$ cat config.mk
export PLATFORM = sky130hd
export DESIGN_NAME = usb_config_desc_streamer
export DESIGN_NICKNAME = d
export VERILOG_FILES = /design/src/rtl/usb_pkg.sv /design/src/rtl/usb_desc_buffer_ram.sv /design/src/rtl/usb_config_desc_streamer.sv
export SDC_FILE = /design/constraint.sdc
export NUM_CORES = 2
export LEC_CHECK = 0
export ABC_AREA = 1
export CORE_MARGIN = 2
export CORE_UTILIZATION = 45
export DETAILED_ROUTE_END_ITERATION = 6
export HOLD_SLACK_MARGIN = 0.15
export PLACE_DENSITY = 0.67
export SLEW_MARGIN = 30
export SYNTH_ARGS = -nofsm -noshare
export SYNTH_HDL_FRONTEND = slang
export SYNTH_HIERARCHICAL = 1
export SYNTH_SLANG_ARGS = --single-unit
$ cat constraint.sdc
create_clock -name clk -period 4.88 [get_ports clk]
set_clock_uncertainty 0.05 [all_clocks]
set_input_delay 0.732 -clock clk [delete_from_list [all_inputs] [get_ports clk]]
set_output_delay 0.732 -clock clk [all_outputs]
set_load 0.02 [all_outputs]
$ cat src/rtl/usb_pkg.sv
// Shared constants, state encoding and helpers for the USB configuration
// descriptor capture/stream path.
package usb_pkg;

   localparam logic [7:0]  DESC_CONFIGURATION  = 8'h02;
   localparam logic        PID_DATA0           = 1'b0;
   localparam logic        PID_DATA1           = 1'b1;
   localparam logic [15:0] CONFIG_DESC_MIN_LEN = 16'd9;

   localparam logic [2:0] ST_IDLE    = 3'd0;
   localparam logic [2:0] ST_CAPTURE = 3'd1;
   localparam logic [2:0] ST_STREAM  = 3'd2;
   localparam logic [2:0] ST_DONE    = 3'd3;
   localparam logic [2:0] ST_ERROR   = 3'd4;

   typedef enum logic [2:0] {
      S_IDLE    = ST_IDLE,
      S_CAPTURE = ST_CAPTURE,
      S_STREAM  = ST_STREAM,
      S_DONE    = ST_DONE,
      S_ERROR   = ST_ERROR
   } state_e;

   function automatic logic [15:0] min_u16(input logic [15:0] a, input logic [15:0] b);
      return (a < b) ? a : b;
   endfunction

endpackage

$ cat src/rtl/usb_desc_buffer_ram.sv
// Simple dual-port byte buffer: one write port, one registered read port.
// The array has no reset; read data holds its value while rd_en is low.
module usb_desc_buffer_ram #(
   parameter int DEPTH  = 512,
   parameter int ADDR_W = 9
) (
   input  logic              clk,
   input  logic              wr_en,
   input  logic [ADDR_W-1:0] wr_addr,
   input  logic [7:0]        wr_data,
   input  logic              rd_en,
   input  logic [ADDR_W-1:0] rd_addr,
   output logic [7:0]        rd_data
);

   logic [7:0] mem [DEPTH];

   always_ff @(posedge clk) begin
      if (wr_en) mem[wr_addr] <= wr_data;
      if (rd_en) rd_data <= mem[rd_addr];
   end

endmodule

$ cat src/rtl/usb_config_desc_streamer.sv
// Captures the DATA stage of GET_DESCRIPTOR(Configuration) into a buffer,
// then replays the bytes to the descriptor parser as a valid/ready stream.
module usb_config_desc_streamer
   import usb_pkg::*;
#(
   parameter int DEPTH   = 512,
   parameter int ADDR_W  = 9,
   parameter int MAX_PKT = 64
) (
   input  logic              clk,
   input  logic              rst_n,
   input  logic              start,
   input  logic              abort,
   input  logic              rx_pkt_start,
   input  logic              rx_pid_data1,
   input  logic [7:0]        rx_data,
   input  logic              rx_valid,
   input  logic              rx_pkt_end,
   input  logic              rx_pkt_err,
   output logic [7:0]        desc_data,
   output logic              desc_valid,
   input  logic              desc_ready,
   output logic              busy,
   output logic              done,
   output logic              error,
   output logic              overflow,
   output logic [15:0]       total_length,
   output logic [ADDR_W:0]   stream_len,
   output state_e            dbg_state
);

   localparam logic [ADDR_W:0] DEPTH_L   = (ADDR_W+1)'(DEPTH);
   localparam logic [ADDR_W:0] MAX_PKT_L = (ADDR_W+1)'(MAX_PKT);
   localparam logic [ADDR_W:0] IDX_TL_LO = (ADDR_W+1)'(2);
   localparam logic [ADDR_W:0] IDX_TL_HI = (ADDR_W+1)'(3);
   localparam logic [ADDR_W:0] IDX_HDR   = (ADDR_W+1)'(4);
   localparam logic [ADDR_W:0] ONE       = (ADDR_W+1)'(1);

   state_e          state, state_n;
   logic [ADDR_W:0] wr_ptr, pkt_base, pkt_len, rd_ptr, tx_cnt;
   logic            exp_toggle, discard, pkt_err, ram_vld;
   logic [7:0]      rd_data;

   logic            disc_c, err_c, byte_acc, mem_we, ovf_n;
   logic [ADDR_W:0] base_c, len_c, wr_ptr_n, pkt_len_n, sl_c;
   logic [15:0]     tl_n, wr_ptr_z;
   logic            cap_end, cap_complete, cap_bad;
   logic            hs, last_hs, load_out, rd_issue;

   // Packet bookkeeping; a byte coinciding with rx_pkt_end is counted before
   // the end-of-packet decision, so everything here is the post-byte view.
   always_comb begin
      disc_c    = rx_pkt_start ? (rx_pid_data1 != exp_toggle) : discard;
      err_c     = (rx_pkt_start ? 1'b0 : pkt_err) | rx_pkt_err;
      base_c    = rx_pkt_start ? wr_ptr : pkt_base;
      len_c     = rx_pkt_start ? '0 : pkt_len;
      byte_acc  = (state == S_CAPTURE) && rx_valid && !disc_c;
      mem_we    = byte_acc && (wr_ptr < DEPTH_L);
      wr_ptr_n  = wr_ptr + (ADDR_W+1)'(mem_we);
      pkt_len_n = len_c + (ADDR_W+1)'(byte_acc);
      ovf_n     = overflow | (byte_acc && !mem_we);
      tl_n      = total_length;
      if (mem_we && wr_ptr == IDX_TL_LO) tl_n[7:0]  = rx_data;
      if (mem_we && wr_ptr == IDX_TL_HI) tl_n[15:8] = rx_data;
      wr_ptr_z  = 16'(wr_ptr_n);
      sl_c      = (wr_ptr_n >= IDX_HDR) ? (ADDR_W+1)'(min_u16(wr_ptr_z, tl_n)) : wr_ptr_n;
      cap_end   = (state == S_CAPTURE) && rx_pkt_end && !err_c && !disc_c;
      cap_complete = cap_end && (((wr_ptr_n >= IDX_HDR) && (wr_ptr_z >= tl_n)) ||
                                 (pkt_len_n < MAX_PKT_L) || ovf_n);
      cap_bad   = cap_complete && ((16'(sl_c) < CONFIG_DESC_MIN_LEN) ||
                                   (tl_n < CONFIG_DESC_MIN_LEN));
   end

   // Stream handshake: a byte moves when desc_valid && desc_ready at a clk
   // edge; while desc_valid && !desc_ready, desc_data and desc_valid hold.
   // RAM output acts as the prefetch stage feeding the desc_* register.
   always_comb begin
      hs       = desc_valid && desc_ready;
      last_hs  = (state == S_STREAM) && hs && (tx_cnt == stream_len - ONE);
      load_out = ram_vld && (!desc_valid || desc_ready);
      rd_issue = (state == S_STREAM) && (rd_ptr < stream_len) && (!ram_vld || load_out);
   end

   always_comb begin
      state_n = state;
      if (abort) begin
         state_n = S_IDLE;
      end else begin
         case (state)
            S_IDLE, S_DONE, S_ERROR: if (start) state_n = S_CAPTURE;
            S_CAPTURE: if (cap_complete) state_n = cap_bad ? S_ERROR : S_STREAM;
            S_STREAM:  if (last_hs) state_n = S_DONE;
            default:   state_n = S_IDLE;
         endcase
      end
   end

   always_ff @(posedge clk) begin
      if (!rst_n) begin
         state        <= S_IDLE;
         wr_ptr       <= '0;
         pkt_base     <= '0;
         pkt_len      <= '0;
         rd_ptr       <= '0;
         tx_cnt       <= '0;
         exp_toggle   <= PID_DATA1;
         discard      <= 1'b0;
         pkt_err      <= 1'b0;
         ram_vld      <= 1'b0;
         desc_data    <= '0;
         desc_valid   <= 1'b0;
         done         <= 1'b0;
         error        <= 1'b0;
         overflow     <= 1'b0;
         total_length <= '0;
         stream_len   <= '0;
      end else begin
         state <= state_n;
         if (abort) begin
            done       <= 1'b0;
            error      <= 1'b0;
            desc_valid <= 1'b0;
            ram_vld    <= 1'b0;
            rd_ptr     <= '0;
            tx_cnt     <= '0;
         end else begin
            case (state)
               S_IDLE, S_DONE, S_ERROR: begin
                  if (start) begin
                     wr_ptr       <= '0;
                     total_length <= '0;
                     overflow     <= 1'b0;
                     done         <= 1'b0;
                     error        <= 1'b0;
                     exp_toggle   <= PID_DATA1;
                  end
               end
               S_CAPTURE: begin
                  pkt_base     <= base_c;
                  pkt_len      <= pkt_len_n;
                  discard      <= disc_c;
                  pkt_err      <= err_c;
                  overflow     <= ovf_n;
                  total_length <= tl_n;
                  wr_ptr       <= (rx_pkt_end && err_c) ? base_c : wr_ptr_n;
                  if (cap_end) exp_toggle <= ~exp_toggle;
                  if (cap_complete) begin
                     stream_len <= sl_c;
                     error      <= cap_bad;
                     rd_ptr     <= '0;
                     tx_cnt     <= '0;
                     ram_vld    <= 1'b0;
                     desc_valid <= 1'b0;
                  end
               end
               S_STREAM: begin
                  if (load_out) begin
                     desc_data  <= rd_data;
                     desc_valid <= 1'b1;
                  end else if (hs) begin
                     desc_valid <= 1'b0;
                  end
                  ram_vld <= rd_issue | (ram_vld & ~load_out);
                  if (rd_issue) rd_ptr <= rd_ptr + ONE;
                  if (hs) tx_cnt <= tx_cnt + ONE;
                  if (last_hs) begin
                     done       <= 1'b1;
                     desc_valid <= 1'b0;
                  end
               end
               default: ;
            endcase
         end
      end
   end

   usb_desc_buffer_ram #(.DEPTH(DEPTH), .ADDR_W(ADDR_W)) u_ram (
      .clk     (clk),
      .wr_en   (mem_we),
      .wr_addr (wr_ptr[ADDR_W-1:0]),
      .wr_data (rx_data),
      .rd_en   (rd_issue),
      .rd_addr (rd_ptr[ADDR_W-1:0]),
      .rd_data (rd_data)
   );

   assign busy      = (state == S_CAPTURE) || (state == S_STREAM);
   assign dbg_state = state;

endmodule

==> flow_metrics.tcl <==
set metrics [dict create \
    outcome "complete, no violations" \
    io_buffer_count 59 \
    start_kind "register" \
    syn_inst 14800 \
    max-vdd-ir-drop_mv 0.329 \
    grt_pass1_wl_um 692000 \
    crit_fanout 11 \
    grt_max_degree 182 \
    grt_usage_pct 23.4 \
    synth.net_count 14800 \
    hold_buffers 8 \
    fin_crit_sh_pct 86.4 \
    drive_gt1_share_pct 6.61 \
    hp-class "in2reg" \
    cts_made_buffers 406 \
    arrival_ns 3.44 \
    cts_sinks 4199 \
    fin_nets 14600 \
    dr_total_vias 114000 \
    use_met2_pct 37.0 \
    start_util_pct 45.2 \
    cp.required_ns 4.10 \
    antenna_left 0 \
    area_growth_pct 10.8 \
    yosysSeqAreaShare_pct 72.4 \
    synth_warnings 6 \
    synth_cell_types 49 \
    root_buffer "clkbuf_16" \
    h-tree-depth 5 \
    dp.cells 19200 \
    die_w_um 624 \
    fmax_mhz 237 \
    relSlewSlack_pct 30.2 \
    final_core_util_pct 50.1 \
    dpl-instance-area_um2 178000 \
    synth_top_area_share_pct 71.3 \
    dp_hpwl_um 264000 \
    final_cells 19900 \
    synth_top_cell_by_area "edfxtp_1" \
    tightest_slew_ns 1.05 \
    core_area_um2 382000 \
    grt_use_met3_pct 3.72 \
    cap_violations 0 \
    drt_pre_antenna_iters 6 \
    clk_pin_slew_ns 0.06 \
    clock_latency_ns 0.98 \
    rsz0062_at_grt "no" \
    wl_per_cell_um 23.5 \
    period_minus_slack_ns 4.22 \
    post_synth.cell_area_avg_um2 11.7 \
    die_area_um2 389000 \
    ios 60 \
    dpl_worst_slack_ns 0.120 \
    die_y_um 624 \
    cts_setup_buffers 0 \
    drc 0 \
    powerDensity_nw_per_um2 383 \
    hold_violations 0 \
    tns_ns 0 \
    place.gp.congestion 0.885 \
    leakage_nw 65.4 \
    cts_tree "done" \
    path_class "reg2out" \
    fp-row-count 227 \
    fin_ws_ns 0.662 \
    drt_iter0_drc 15600 \
    grt.busiest_layer "met2" \
    cp-end-kind "primary output" \
    setup_violations 0 \
    design_area_um2 191000 \
    grt_use_met1_pct 32.6 \
    ys_ff_latch 4199 \
    syn_area_um2 173000 \
    cts-resized-gates 0 \
    grt_pass1_vias 109000 \
    ys_top_cells_by_area "edfxtp_1, nand3_1, nand2_1" \
    cts_buffer_depth 4 \
    antenna_found_initial 18 \
    maxSlewViolCount 0 \
    wl_um 468000 \
    grt_overflow_total 0 \
    vias_per_cell 5.73 \
]
-- power by group --
part	switching, W	internal, W
Clock	0.0136	0.0184
Sequential	0.0000209	0.0396
Combinational	0.00140	0.000338
-- final timing paths --
kind                                    from       endpoint  slack (ns)  depth (start not counted)
worst max-delay path            dbg_state[1]           busy        0.66                          5
worst min-delay path              rx_pkt_err        pkt_err        0.37                          3
worst max register to register  dbg_state[0]  stream_len[9]        0.94                         23
worst min register to register   pkt_base[3]    pkt_base[3]        0.40                          2
-- per-layer routing --
metal  share of wire [%]  wire [um]
met2                  46     215000
met5               0.014         64
met4                 4.3      20200
met3                 9.9      46400
met1                  40     186000
-- state kept, by name, indices dropped and copies added (netlist names) --
signal and count:
overflow 1, ram_vld 1, rd_ptr 10, tx_cnt 10
desc_valid 1, pkt_len 10, desc_data 8, u_ram/rd_data 8
discard 1, total_length 16, done 1, stream_len 10
exp_toggle 1, pkt_base 10, wr_ptr 10, u_ram/mem 4096
pkt_err 1, error 1, dbg_state 3
-- kinds of logic after synthesis --
kind of cell | synth area share [%]
simple gates | 23.1
xor+xnor | 0.132
fa+ha+maj | 0.181
compound gates | 0.607
buf+inv | 3.55
flops | 72.4
-- cells in the mapped netlist, drive strengths merged --
cell type	instances
a211oi	6
a21boi	1
a2111oi	1
o21a	2
nand3	4131
dfxtp	95
or2	2
o2111ai	2
nand4	10
nor4	4
clkbuf	202
inv	160
nor3b	2
clkinv	2
a22oi	1
o211ai	11
o21ai	72
nor2	616
buf	805
o21bai	4
nand3b	1
and3	1
a21oi	91
edfxtp	4104
ha	25
nand2	4368
xnor2	7
a31oi	2
xor2	19
nor3	37
-- metrics by stage --
step / power [W] / hold slack (ns)
global placement: 0.0420 / 0.385
detailed placement: 0.0421 / 0.392
floorplan: 0.0410 / 0.374
CTS: 0.0736 / 0.312
finish: 0.0733 / 0.373
global route: 0.0751 / 0.419
-- layout by cell type (no fill, tap or decap), types with 79 or more instances in the layout --
| cell type | n |
|---|---|
| clkbuf_16 | 411 |
| dfxtp_1 | 88 |
| clkinv_1 | 79 |
| buf_4 | 193 |
| nand3_1 | 4121 |
| edfxtp_1 | 4104 |
| inv_1 | 142 |
| nand2_1 | 4339 |
| nor2_1 | 601 |
| buf_12 | 94 |
| a21oi_1 | 90 |
-- worst max-delay path: stages (launching register included) --
cell and delay [ns]:
dfxtp_1 0.42, inv_2 0.09, nor3_1 0.64, inv_1 0.46
nand2_1 0.23, clkdlybuf4s50_1 0.63
-- final cells by class --
class                           count  area (um2)
Fill cell                       32600      191000
Sequential cell                  4199      125000
Multi-Input combinational cell   9416       41700
Clock buffer                      478       10500
Tap cell                         5038        6300
Timing Repair Buffer              360        4140
Clock inverter                    259        3010
Inverter                          162         672
Antenna cell                        3        7.51
Note: power is estimated with default switching activity, not from simulation.
